### src/rtl/ps2_key_fifo_pkg.sv
// Shared definitions for the PS/2 key event buffer: raw bus bit positions,
// queue entry layout and status byte layout.
package ps2_key_pkg;

   // Raw toggle-flagged bus from the HPS framework
   localparam int KEY_W       = 11;
   localparam int KEY_TOG     = 10;
   localparam int KEY_PRESSED = 9;
   localparam int KEY_EXT     = 8;

   // Queue entry layout
   localparam int ENTRY_W      = 10;
   localparam int ENT_CODE_LSB = 0;
   localparam int ENT_CODE_MSB = 7;
   localparam int ENT_PRESSED  = 8;
   localparam int ENT_EXTENDED = 9;

   // Status byte layout
   localparam int ST_EMPTY   = 7;
   localparam int ST_FULL    = 6;
   localparam int ST_OVF     = 5;
   localparam int ST_CNT_MSB = 4;
   localparam int ST_CNT_LSB = 0;

   typedef struct packed {
      logic       extended;
      logic       pressed;
      logic [7:0] code;
   } key_entry_t;

endpackage

### src/rtl/ps2_key_fifo_if.sv
// CPU/HPS-facing signal bundle of the key event buffer.
interface ps2_key_fifo_if
   import ps2_key_pkg::*;
#(
   parameter int DEPTH_LOG2 = 4
);
   logic [KEY_W-1:0]    ps2_key;
   logic                pop;
   logic                clr_ovf;
   logic [7:0]          head_code;
   logic [1:0]          head_flags;
   logic [7:0]          status;
   logic [DEPTH_LOG2:0] count;

   // Producer / CPU side
   modport master (
      output ps2_key, pop, clr_ovf,
      input  head_code, head_flags, status, count
   );

   // Buffer side
   modport slave (
      input  ps2_key, pop, clr_ovf,
      output head_code, head_flags, status, count
   );
endinterface

### src/rtl/ps2_key_fifo_mem.sv
// Register-array FIFO holding key entries, with push/pop/count bookkeeping.
// A push into a full FIFO is accepted only if a pop happens on the same clock.
module key_fifo_mem
   import ps2_key_pkg::*;
#(
   parameter int DEPTH_LOG2 = 4
) (
   input  logic                clk,
   input  logic                rst,
   input  logic                push,
   input  logic                pop,
   input  logic [ENTRY_W-1:0]  wdata,
   output logic [ENTRY_W-1:0]  rdata,
   output logic [DEPTH_LOG2:0] count,
   output logic                empty,
   output logic                full,
   output logic                drop
);
   localparam int                  DEPTH     = 1 << DEPTH_LOG2;
   localparam logic [DEPTH_LOG2:0] DEPTH_CNT = (DEPTH_LOG2+1)'(DEPTH);
   localparam logic [DEPTH_LOG2:0] CNT_ONE   = (DEPTH_LOG2+1)'(1);
   localparam logic [DEPTH_LOG2-1:0] PTR_ONE = DEPTH_LOG2'(1);

   logic [ENTRY_W-1:0]    mem [DEPTH];
   logic [DEPTH_LOG2-1:0] wptr;
   logic [DEPTH_LOG2-1:0] rptr;
   logic                  do_push;
   logic                  do_pop;

   // Decide which requests take effect this clock
   always_comb begin
      empty   = (count == '0);
      full    = (count == DEPTH_CNT);
      do_pop  = pop && !empty;
      do_push = push && (!full || do_pop);
      drop    = push && full && !do_pop;
   end

   // Pointer and occupancy state
   always_ff @(posedge clk or posedge rst) begin
      if (rst) begin
         wptr  <= '0;
         rptr  <= '0;
         count <= '0;
      end else begin
         if (do_push) wptr <= wptr + PTR_ONE;
         if (do_pop)  rptr <= rptr + PTR_ONE;
         unique case ({do_push, do_pop})
            2'b10:   count <= count + CNT_ONE;
            2'b01:   count <= count - CNT_ONE;
            default: count <= count;
         endcase
      end
   end

   // Storage array; contents are don't-care after reset
   always_ff @(posedge clk) begin
      if (do_push) mem[wptr] <= wdata;
   end

   assign rdata = mem[rptr];

endmodule

### src/rtl/ps2_key_fifo.sv
// Keyboard event buffer: turns the toggle-flagged ps2_key bus into a queue
// of key events that the CPU pops one per read strobe.
module ps2_key_fifo
   import ps2_key_pkg::*;
#(
   parameter int DEPTH_LOG2   = 4,
   parameter bit DROP_RELEASE = 1'b0
) (
   input  logic          clk_24,
   input  logic          reset,
   ps2_key_fifo_if.slave bus
);
   logic                tog_q;
   logic                armed;
   logic                pop_q;
   logic                key_event;
   logic                push;
   logic                pop_edge;
   key_entry_t          entry;
   logic [ENTRY_W-1:0]  rdata;
   logic [ENTRY_W-1:0]  head_q;
   logic [DEPTH_LOG2:0] count;
   logic                empty;
   logic                full;
   logic                drop;
   logic                overflow;

   // The status byte only has five count bits
   function automatic logic [4:0] sat_cnt5(input logic [DEPTH_LOG2:0] c);
      if (int'(c) > 31) return 5'd31;
      return 5'(c);
   endfunction

   // Edge detectors; armed keeps a stale toggle level from making a phantom event
   always_ff @(posedge clk_24 or posedge reset) begin
      if (reset) begin
         tog_q <= 1'b0;
         pop_q <= 1'b0;
         armed <= 1'b0;
      end else begin
         tog_q <= bus.ps2_key[KEY_TOG];
         pop_q <= bus.pop;
         armed <= 1'b1;
      end
   end

   // Event qualification and entry packing
   always_comb begin
      key_event      = armed && (bus.ps2_key[KEY_TOG] != tog_q);
      push           = key_event && !(DROP_RELEASE && !bus.ps2_key[KEY_PRESSED]);
      pop_edge       = bus.pop && !pop_q;
      entry.extended = bus.ps2_key[KEY_EXT];
      entry.pressed  = bus.ps2_key[KEY_PRESSED];
      entry.code     = bus.ps2_key[7:0];
   end

   key_fifo_mem #(
      .DEPTH_LOG2 (DEPTH_LOG2)
   ) u_mem (
      .clk   (clk_24),
      .rst   (reset),
      .push  (push),
      .pop   (pop_edge),
      .wdata (entry),
      .rdata (rdata),
      .count (count),
      .empty (empty),
      .full  (full),
      .drop  (drop)
   );

   // Sticky overflow; a dropping push beats a simultaneous clear
   always_ff @(posedge clk_24 or posedge reset) begin
      if (reset)             overflow <= 1'b0;
      else if (drop)         overflow <= 1'b1;
      else if (bus.clr_ovf)  overflow <= 1'b0;
   end

   // Head register lags the queue by one clock so a strobe sees the pre-pop entry
   always_ff @(posedge clk_24 or posedge reset) begin
      if (reset)      head_q <= '0;
      else if (empty) head_q <= '0;
      else            head_q <= rdata;
   end

   // Output packing
   always_comb begin
      bus.head_code                      = head_q[ENT_CODE_MSB:ENT_CODE_LSB];
      bus.head_flags                     = {head_q[ENT_EXTENDED], head_q[ENT_PRESSED]};
      bus.count                          = count;
      bus.status[ST_EMPTY]               = empty;
      bus.status[ST_FULL]                = full;
      bus.status[ST_OVF]                 = overflow;
      bus.status[ST_CNT_MSB:ST_CNT_LSB]  = sat_cnt5(count);
   end

endmodule

### src/flat_wrapper.sv
// flat-port wrapper written by rule: the top's interface ports become plain ports
module ps2_key_fifo_flat import ps2_key_pkg::*;
#(
   parameter int DEPTH_LOG2   = 4,
   parameter bit DROP_RELEASE = 1'b0
)
  (clk_24, reset, bus_ps2_key, bus_pop, bus_clr_ovf, bus_head_code, bus_head_flags, bus_status, bus_count);
  ps2_key_fifo_if #(.DEPTH_LOG2(DEPTH_LOG2)) bus_i ();
  input  logic clk_24;
  input  logic reset;
  input wire logic [$bits(bus_i.ps2_key)-1:0] bus_ps2_key;
  input wire logic [$bits(bus_i.pop)-1:0] bus_pop;
  input wire logic [$bits(bus_i.clr_ovf)-1:0] bus_clr_ovf;
  output wire logic [$bits(bus_i.head_code)-1:0] bus_head_code;
  output wire logic [$bits(bus_i.head_flags)-1:0] bus_head_flags;
  output wire logic [$bits(bus_i.status)-1:0] bus_status;
  output wire logic [$bits(bus_i.count)-1:0] bus_count;
  assign bus_i.ps2_key = bus_ps2_key;
  assign bus_i.pop = bus_pop;
  assign bus_i.clr_ovf = bus_clr_ovf;
  assign bus_head_code = bus_i.head_code;
  assign bus_head_flags = bus_i.head_flags;
  assign bus_status = bus_i.status;
  assign bus_count = bus_i.count;
  ps2_key_fifo #(.DEPTH_LOG2(DEPTH_LOG2), .DROP_RELEASE(DROP_RELEASE)) u_core (.clk_24(clk_24), .reset(reset), .bus(bus_i));
endmodule
### config.mk
export PLATFORM = sky130hd
export DESIGN_NAME = ps2_key_fifo_flat
export DESIGN_NICKNAME = d
export VERILOG_FILES = /design/src/rtl/ps2_key_fifo_pkg.sv /design/src/rtl/ps2_key_fifo_if.sv /design/src/rtl/ps2_key_fifo_mem.sv /design/src/rtl/ps2_key_fifo.sv /design/src/flat_wrapper.sv
export SDC_FILE = /design/constraint.sdc
export NUM_CORES = 1
export LEC_CHECK = 0
export CAP_MARGIN = 20
export CORE_MARGIN = 2
export CORE_UTILIZATION = 40
export CTS_CLUSTER_DIAMETER = 30
export CTS_CLUSTER_SIZE = 28
export DETAILED_ROUTE_END_ITERATION = 12
export PLACE_DENSITY = 0.54
export SYNTH_ARGS = -nofsm -noshare
export SYNTH_HDL_FRONTEND = slang
export SYNTH_SLANG_ARGS = --single-unit
### constraint.sdc
create_clock -name clk_24 -period 3.55 [get_ports clk_24]
set_input_delay 0.5325 -clock clk_24 [delete_from_list [all_inputs] [get_ports clk_24]]
set_output_delay 0.5325 -clock clk_24 [all_outputs]
set_load 0.01 [all_outputs]
==> results of run 1 <==
-- placed cells by master (no fill, tap or decap), drive strengths merged, types with 5 or more instances in the layout --
cell,count
buf,22
clkbuf,21
clkdlybuf4s50,37
dfrtp,27
edfxtp,160
ha,8
inv,15
mux2i,23
mux4,40
nand2,5
nor2,9
nor4,10
o22ai,10
xnor2,9
-- worst min-delay path by stage --
| stage | startpoint | endpoint | cells after the start |
|---|---|---|---|
| 2_1_floorplan | u_core.overflow$_DFFE_PP0P_ | u_core.overflow$_DFFE_PP0P_ | 2 |
| 3_3_place_gp | u_core.overflow$_DFFE_PP0P_ | u_core.overflow$_DFFE_PP0P_ | 2 |
| 3_5_place_dp | u_core.overflow$_DFFE_PP0P_ | u_core.overflow$_DFFE_PP0P_ | 2 |
| 4_1_cts | reset | u_core.u_mem.count[1]$_DFFE_PP0P_ | 2 |
| 5_1_grt | reset | u_core.u_mem.count[0]$_DFFE_PP0P_ | 2 |
| 6_report | reset | u_core.head_q[8]$_DFF_PP0_ | 2 |
-- cells in the mapped netlist, drive strengths merged --
cell type | instances | area share, %
inv | 14 | 0.70
clkbuf | 8 | 0.40
a21oi | 3 | 0.20
mux4 | 40 | 12
o32ai | 1 | 0.12
a311oi | 1 | 0.20
a21o | 2 | 0.20
nand4 | 3 | 0.25
nand2b | 2 | 0.17
dfrtp | 27 | 9.0
a2111oi | 1 | 0.12
o32a | 1 | 0.30
nand3 | 2 | 0.13
edfxtp | 160 | 64
or4 | 1 | 0.15
o22ai | 10 | 0.84
mux2 | 3 | 0.55
buf | 16 | 1.3
o21ai | 3 | 0.25
and2 | 4 | 0.33
nor2b | 1 | 0.084
conb | 1 | 0.050
and3 | 1 | 0.084
fa | 1 | 0.27
ha | 8 | 1.3
nor4 | 10 | 1.0
xor2 | 2 | 0.33
o211ai | 1 | 0.10
or2 | 1 | 0.084
nor2 | 9 | 0.65
mux2i | 23 | 3.1
nand2 | 5 | 0.28
xnor2 | 9 | 1.1
-- power breakdown --
| part | switching [uW] | internal (uW) | total (uW) |
|---|---|---|---|
| sequential | 286 | 2620 | 2910 |
| clock | 776 | 1200 | 1970 |
| combinational | 928 | 1020 | 1950 |
-- layer usage --
metal | share of wire [%] | track usage (%)
met5 | 0 | 0
met4 | 1.5 | 5.95
met2 | 52 | 27.5
met3 | 3.2 | 3.36
met1 | 44 | 20.3
-- per-stage QoR --
stage	setup slack (ns)	std cells	util, %
3_3_place_gp	0.510	643	44.5
4_1_cts	0.748	675	47.9
2_1_floorplan	1.10	374	-
3_5_place_dp	0.469	643	44.5
5_1_grt	0.680	675	47.9
6_report	0.773	675	47.9
-- registers in the layout, summed over array words and instances, names as in the netlist --
signal,flops
u_core.head_q,10
u_core.overflow,1
u_core.u_mem.rptr,4
u_core.u_mem.wptr,4
u_core.tog_q,1
u_core.armed,1
u_core.u_mem.mem,160
u_core.u_mem.count,5
u_core.pop_q,1
-- worst max-delay path, stage by stage (launching register included) --
cell and delay [ns]:
dfrtp_1 0.48, or4_4 0.64, nor2_4 0.15, clkdlybuf4s50_1 0.55
-- kinds of logic after synthesis --
group | Yosys count | share of synthesized area, %
DFF | 187 | 73.3
muxes | 66 | 15.7
and+or+nand+nor | 39 | 3.26
buffers and inverters | 38 | 2.44
AOI/OAI and AO/OA | 23 | 2.32
xor gates and xnor gates | 11 | 1.39
adders and majority gates | 9 | 1.61
other | 1 | 0.0501
-- layout make-up --
cell class	instances	area, um^2	share of cell area (%)
timing repair buffer	59	548	6.18
clock buffer	21	450	5.08
tap	234	293	3.30
sequential	187	5480	61.9
inverter	14	52.6	0.593
multi-input combinational	149	1870	21.1
clock inverter	11	168	1.89
==> impl_metrics.toml, run 1 <==
[critical_path]
r2r_cells = 8
worst_ep_required_time_ns = 3.02
cp-end-kind = "primary output"
r2r-end = "u_core.u_mem.count[4]$_DFFE_PP0P_"
r2r_slack_ns = 0.91
setup.worst_path.end = "bus_status[7]"
path_max_fanout = 6
reg2reg_from = "u_core.u_mem.count[4]$_DFFE_PP0P_"
crit_start = "u_core.u_mem.count[2]$_DFFE_PP0P_"
cp-start-kind = "register"
crit_type = "register to primary output"
arrival_ns = 2.24

[global_route]
antenna_found_initial = 0
grt_pass1_wl_mm = 23.0
grtUsageTotal_pct = 16.0
grt_start_max_net_pins = 44
grt_pass1_vias = 3779
grt_overflow = 0

[cells_and_area]
antenna_cells = 0
fin_area_um2 = 8860
areaGrowthSynthToFinish_pct = 18.5
layout-drive-gt1-share_pct = 25.6
layout.nets = 452
nFillCells = 1545

[detailed_routing]
drc_errors = 0
drt_iter0_markers = 181
wl_per_cell_um = 21.8
vias = 3535
drt-vias-per-instance = 5.24
wl_mm = 14.7
drtAntennaViolNets = 0
dr.pass1.iters = 4

[clock_network]
clk_latency_ns = 0.42
htreeDepth = 4
cts.sinks = 187
cts_tree = "done"
root_buffer = "clkbuf_16"
ctsHoldBuffers = 0
clock_path_buffers = 2
post-cts-setup-buffers = 0
clk_pin_slew_ns = 0.07
cts.repair.resized = 0
numCtsBuffers = 17

[pwr]
max-vdd-ir-drop_uv = 376
p_per_area_nw_per_um2 = 771
p_total_uw = 6830
p_leak_uw = 0.00299

[floorplanning]
die_h_um = 141
dieArea_um2 = 19800
std_cell_rows = 50
ios = 38
initial_core_util_pct = 40.4
core_um2 = 18500
die-width_um = 141

[timing]
slew-limit-headroom_pct = 34.9
setup_tns_ns = 0
finalCritPeriodShare_pct = 78.2
fmax_mhz = 360
worst_pin_slew_ns = 0.977
finalHoldViolCount = 0
whs_ns = 0.517
fin_skew_ns = 0.00633
rsz0062_at_grt = "false"
setup_violations = 0
drv_slew = 0
finalCriticalPeriod_ns = 2.78

[place]
placedInstanceArea_um2 = 8240
gp_congestion = 0.822
place.port_buffers = 37
hpwl_mm = 9.72

[synthesis]
synth_warnings = 0
ys_types = 41
ys_ff_latch = 187
syn_area_per_cell_um2 = 20.0
synth_area_um2 = 7480
synth_fp_nets = 398
synthCells = 374
yosysSeqAreaShare_pct = 73.3

[outcome]
status = "finished, final reports clean"

[min_path]
min_path_type = "primary input to async pin"

[flow_run]
drv_cap = 0
No activity file was read; power rests on OpenSTA's default activity.
==> inputs of run 2 (changes only) <==
--- a/config.mk
+++ b/config.mk
@@ -11,7 +11,7 @@
 export CTS_CLUSTER_DIAMETER = 30
 export CTS_CLUSTER_SIZE = 28
 export DETAILED_ROUTE_END_ITERATION = 12
-export PLACE_DENSITY = 0.54
+export PLACE_DENSITY = 0.56
 export SYNTH_ARGS = -nofsm -noshare
 export SYNTH_HDL_FRONTEND = slang
 export SYNTH_SLANG_ARGS = --single-unit
==> constraint.sdc (replaced) <==
create_clock -name clk_24 -period 2.5 [get_ports clk_24]
set_input_delay 0.375 -clock clk_24 [delete_from_list [all_inputs] [get_ports clk_24]]
set_output_delay 0.375 -clock clk_24 [all_outputs]
set_load 0.01 [all_outputs]
==> run 2 against run 1 <==
Against the previous run:
- combinational power rose by 57%
- register-to-register slack worse by 0.70 ns
- flip-flop and latch count is the same
- via count is 4.3% higher
- worst hold slack got worse by 0.17 ns
- utilization grew 1.0 points
- critical path type unchanged
==> impl_metrics.toml, run 2 (same netlist as run 1, synthesis figures left out) <==
[place]
hpwl_mm = 9.73
gp_congestion = 0.733
place.port_buffers = 37

[clock_network]
cts.sinks = 187
htreeDepth = 4
clk_latency_ns = 0.44
numCtsBuffers = 17
ctsHoldBuffers = 0
cts_tree = "done"
clock_path_buffers = 2
root_buffer = "clkbuf_16"
clk_pin_slew_ns = 0.07

[timing]
finalCritPeriodShare_pct = 95.8
fin_skew_ns = 0.0160
fmax_mhz = 418
rsz0062_at_grt = "false"
drv_slew = 0
setup_violations = 0
setup_tns_ns = 0
whs_ns = 0.347
worst_pin_slew_ns = 0.590
finalCriticalPeriod_ns = 2.39
slew-limit-headroom_pct = 60.5
finalHoldViolCount = 0

[cells_and_area]
areaGrowthSynthToFinish_pct = 21.0
layout-drive-gt1-share_pct = 30.1
antenna_cells = 0
mostFrequentLayoutCells = "160 x edfxtp_1, 41 x buf_4, 40 x mux4_2"
nFillCells = 1515
reg_top3 = "u_core.u_mem.mem: 160 flops, u_core.head_q: 10 flops, u_core.u_mem.count: 5 flops"
largest_register_ffs = 160
final_common_cell = "edfxtp_1"
layout.nets = 473
largest-register = "u_core.u_mem.mem"

[global_route]
grtUsageMet1_pct = 21.4
grt_start_max_net_pins = 44
grtUsageTotal_pct = 16.4
grt_overflow = 0
met3_usage_pct = 3.60
grt_pass1_wl_mm = 23.4
grt_pass1_vias = 3801
antenna_found_initial = 0
met2_usage_pct = 27.9
gr-max-usage-layer = "met2"

[critical_path]
r2r_cells = 10
path_max_fanout = 6
crit_start = "u_core.u_mem.count[2]$_DFFE_PP0P_"
arrival_ns = 2.02
max_stage_delay_ns = 0.56
crit_type = "register to primary output"
r2r-end = "u_core.u_mem.count[3]$_DFFE_PP0P_"
r2r_slack_ns = 0.21
reg2reg_from = "u_core.u_mem.count[3]$_DFFE_PP0P_"
crit_family = "simple AND/OR/NAND/NOR gates"
cp-end-kind = "primary output"
worst-path-buf-inv = 2
crit_slowest_cell = "or4_4"
crit_chain = "or4_4 > buf_4 > nor2_4 > dlygate4sd2_1"
worst_ep_required_time_ns = 2.12
cp-start-kind = "register"

[pwr]
p_per_area_nw_per_um2 = 1090
p_leak_uw = 0.00313
p_total_uw = 9880
max-vdd-ir-drop_uv = 610

[floorplanning]
std_cell_rows = 50
core_um2 = 18500
dieArea_um2 = 19800
initial_core_util_pct = 40.4
die-width_um = 141
die_h_um = 141
ios = 38

[detailed_routing]
drt_iter0_markers = 200
drc_errors = 0
dr.pass1.iters = 4
drt-vias-per-instance = 5.30
wl_per_cell_um = 22.0
wl_mm = 15.3
vias = 3688
drtAntennaViolNets = 0

[outcome]
status = "finished, final reports clean"

[min_path]
min_path_type = "primary input to async pin"

[flow_run]
drv_cap = 0
[run 2: cell count changes in the layout (fill, tap and decap cells not counted), moves of 2 or more]
cell             delta
inv_6               +3
dlygate4sd2_1       +2
buf_4              +20
inv_8               +2
clkbuf_1            -3
clkdlybuf4s50_1     -2
[run 2: report_power, final]
group	switching (uW)	total (uW)	internal, uW	leakage, uW
clock network	1170	2870	1700	0.000312
logic	1520	3060	1540	0.00105
registers	226	3950	3730	0.00176
total	2920	9880	6970	0.00313
[run 2: per-stage QoR]
step	cells	area, um^2	utilization, %	worst slack [ns]
final	696	9050	48.9	0.106
after global routing	696	9050	48.9	0.0330
after CTS	696	9050	48.9	0.0764
after detailed placement	661	8390	45.3	-0.0671
after global placement	661	8390	45.3	0.0279
after floorplan	374	7480	-	0.0648
[run 2: repair_timing]
item / CTS / global route
setup endpoints to repair: 2 / 1
resized for setup: 4 / 1
setup buffers: 3 / 0
pin swaps: 1 / 0
[run 2: worst max path at each step]
stage	end	depth (start not counted)	slack, ns
floorplan	u_core.u_mem.mem[11][0]$_DFFE_PP_	4	0.06
global placement	u_core.u_mem.count[4]$_DFFE_PP0P_	9	0.03
detailed placement	u_core.u_mem.count[4]$_DFFE_PP0P_	9	-0.07
CTS	bus_status[7]	4	0.08
global route	bus_status[7]	4	0.03
finish	bus_status[7]	4	0.11
[run 2: cell type report]
cell class	instances	area (um^2)	area share, %
Tap cell	234	293	3.23
Clock buffer	17	425	4.70
Clock inverter	15	209	2.31
Inverter	14	52.6	0.581
Timing Repair Buffer	80	716	7.91
Sequential cell	187	5480	60.6
Multi-Input combinational cell	149	1870	20.7
[run 2: routing by layer]
| metal | vias up | wire length, um |
|---|---|---|
| met5 | - | 0 |
| met4 | 0 | 194 |
| met3 | 15 | 606 |
| met2 | 90 | 7810 |
| met1 | 1930 | 6710 |
| li1 | 1653 | - |
[run 2: worst min-delay path, stage by stage]
cell and delay, ns:
clkdlybuf4s50_1 0.40, inv_1 0.05, buf_4 0.37
==> inputs of run 3 (changes only) <==
--- a/config.mk
+++ b/config.mk
@@ -9,9 +9,11 @@
 export CORE_MARGIN = 2
 export CORE_UTILIZATION = 40
 export CTS_CLUSTER_DIAMETER = 30
-export CTS_CLUSTER_SIZE = 28
+export CTS_CLUSTER_SIZE = 16
 export DETAILED_ROUTE_END_ITERATION = 12
+export GPL_ROUTABILITY_DRIVEN = 0
 export PLACE_DENSITY = 0.56
+export REMOVE_ABC_BUFFERS = 1
 export SYNTH_ARGS = -nofsm -noshare
 export SYNTH_HDL_FRONTEND = slang
 export SYNTH_SLANG_ARGS = --single-unit
==> run 3 against run 2 <==
Against the previous run:
- global-route usage up 0.16 points
- first-iteration DRC count is 1.5% lower
- maximum frequency down 1.4%
- largest cell class unchanged
- sequential power increased by 2%
- flip-flop and latch count unchanged
- largest power group unchanged
- count of clock-buffer cells in the layout grew 4
- critical endpoint is now bus_status[6]
- clock power fell by 5%
- routed wire length rose by 0.38%
- die area is the same
==> impl_metrics.toml, run 3 (same netlist as run 1, synthesis figures left out) <==
[outcome]
status = "finished, final reports clean"

[pwr]
p_leak_uw = 0.00309
max-vdd-ir-drop_uv = 533
p_per_area_nw_per_um2 = 1080

[critical_path]
worst_ep_required_time_ns = 2.12
max_stage_delay_ns = 0.59
cp-end-kind = "primary output"
cp-start-kind = "register"
crit_chain = "or4_4 > buf_4 > nor2_4 > dlygate4sd2_1"
path_max_fanout = 6
arrival_ns = 2.05
crit_family = "simple AND/OR/NAND/NOR gates"
r2r-end = "u_core.u_mem.count[4]$_DFFE_PP0P_"
crit_slowest_cell = "or4_4"
r2r_cells = 9
reg2reg_from = "u_core.u_mem.count[2]$_DFFE_PP0P_"
r2r_slack_ns = 0.19
crit_type = "register to primary output"
worst-path-buf-inv = 2

[cells_and_area]
utilization_pct = 48.6
nFillCells = 1510
largest-register = "u_core.u_mem.mem"
mostFrequentLayoutCells = "160 x edfxtp_1, 40 x mux4_2, 36 x buf_4"
areaGrowthSynthToFinish_pct = 20.2
layout.nets = 469
reg_top3 = "u_core.u_mem.mem: 160 flops, u_core.head_q: 10 flops, u_core.u_mem.count: 5 flops"
fin_area_um2 = 8990
antenna_cells = 0
multi_input_area_um2 = 1870
largest_register_ffs = 160
regArea_um2 = 5490
final_common_cell = "edfxtp_1"
layout-drive-gt1-share_pct = 28.8

[clock_network]
htreeDepth = 4
clk_latency_ns = 0.42
cts_tree = "done"
numCtsBuffers = 17
clk_pin_slew_ns = 0.06
clock_path_buffers = 2
root_buffer = "clkbuf_16"
cts.sinks = 187

[global_route]
grtUsageTotal_pct = 16.6
grt_pass1_wl_mm = 23.8
grt_pass1_vias = 3959
grt_overflow = 0
grt_start_max_net_pins = 32
antenna_found_initial = 0

[min_path]
min_path_type = "primary input to async pin"

[place]
hpwl_mm = 9.93
placedInstanceArea_um2 = 8390
place.port_buffers = 37

[detailed_routing]
drt_iter0_markers = 197
met1_length_mm = 6.81
wl_mm = 15.4
drc_errors = 0
drtAntennaViolNets = 0
wl_per_cell_um = 22.2
top_layer_used = "met4"
wl_met2_mm = 7.98
vias = 3683
wl_met3_um = 424
dr.pass1.iters = 5
drt-vias-per-instance = 5.32

[timing]
drv_slew = 0
setup_violations = 0
finalHoldViolCount = 0
rsz0062_at_grt = "false"
finalCriticalPeriod_ns = 2.43
finalCritPeriodShare_pct = 97.1
fin_skew_ns = 0.0105
slew-limit-headroom_pct = 57.7
fmax_mhz = 412
worst_pin_slew_ns = 0.632
setup_tns_ns = 0

[floorplanning]
die_h_um = 141
initial_core_util_pct = 40.4
std_cell_rows = 50
die-width_um = 141
dieArea_um2 = 19800
ios = 38
core_um2 = 18500

[flow_run]
drv_cap = 0
-- run 3: changes by cell type in the layout (fill, tap and decap cells not counted), moves of 2 or more --
cell	change
buf_4	-5
inv_6	-4
clkbuf_1	+3
clkinv_4	+2
-- run 3: final cells by class --
class                      instances  area share, %
clock buffer                      21           5.01
clock inverter                    11           1.64
inverter                          14          0.584
multi-input combinational        149           20.8
sequential                       187           61.0
tap                              234           3.25
timing repair buffer              76           7.76
-- run 3: through the flow --
stage,worst slack (ns),std cells,power [uW],hold WS [ns]
2_1_floorplan,-0.235,350,5870,0.406
3_3_place_gp,0.0246,659,7090,0.496
3_5_place_dp,-0.0764,659,7150,0.524
4_1_cts,0.0460,692,9890,0.346
5_1_grt,0.00388,692,10200,0.405
6_report,0.0721,692,9750,0.345
-- run 3: worst max path at each step --
stage / startpoint / endpoint / cells past startpoint
floorplan: u_core.u_mem.rptr[0]$_DFFE_PP0P_ / u_core.head_q[0]$_DFF_PP0_ / 3
global placement: bus_ps2_key[10] / u_core.u_mem.count[4]$_DFFE_PP0P_ / 10
detailed placement: bus_ps2_key[10] / u_core.u_mem.count[4]$_DFFE_PP0P_ / 10
CTS: u_core.u_mem.count[3]$_DFFE_PP0P_ / bus_status[6] / 4
global route: u_core.u_mem.count[2]$_DFFE_PP0P_ / u_core.u_mem.count[4]$_DFFE_PP0P_ / 9
finish: u_core.u_mem.count[3]$_DFFE_PP0P_ / bus_status[6] / 4
-- run 3: worst register-to-register path: cells and delay by family, from the launching register on --
kind	cells	cell delay (ns)
adders and majority gates	1	0.33
muxes	1	0.24
buffers and inverters	1	0.09
AOI/OAI and AO/OA	3	0.55
DFF	1	0.46
and+or+nand+nor	3	0.54
-- run 3: layer usage --
layer  vias up  GRT usage [%]
li1       1640              -
met1      1960           21.4
met2        72           28.3
met3        11           3.13
met4         0           6.00
met5         -              0
-- run 3: what timing repair did --
item | CTS | global route
buffers inserted | 1 | 0
hold buffers | 0 | 0
resized for setup | 4 | 0
endpoints found under the setup margin | 2 | 0
-- run 3: report_power, final --
| group | internal, uW | switching (uW) |
|---|---|---|
| Clock | 1600 | 1120 |
| Sequential | 3730 | 292 |
| Combinational | 1540 | 1470 |
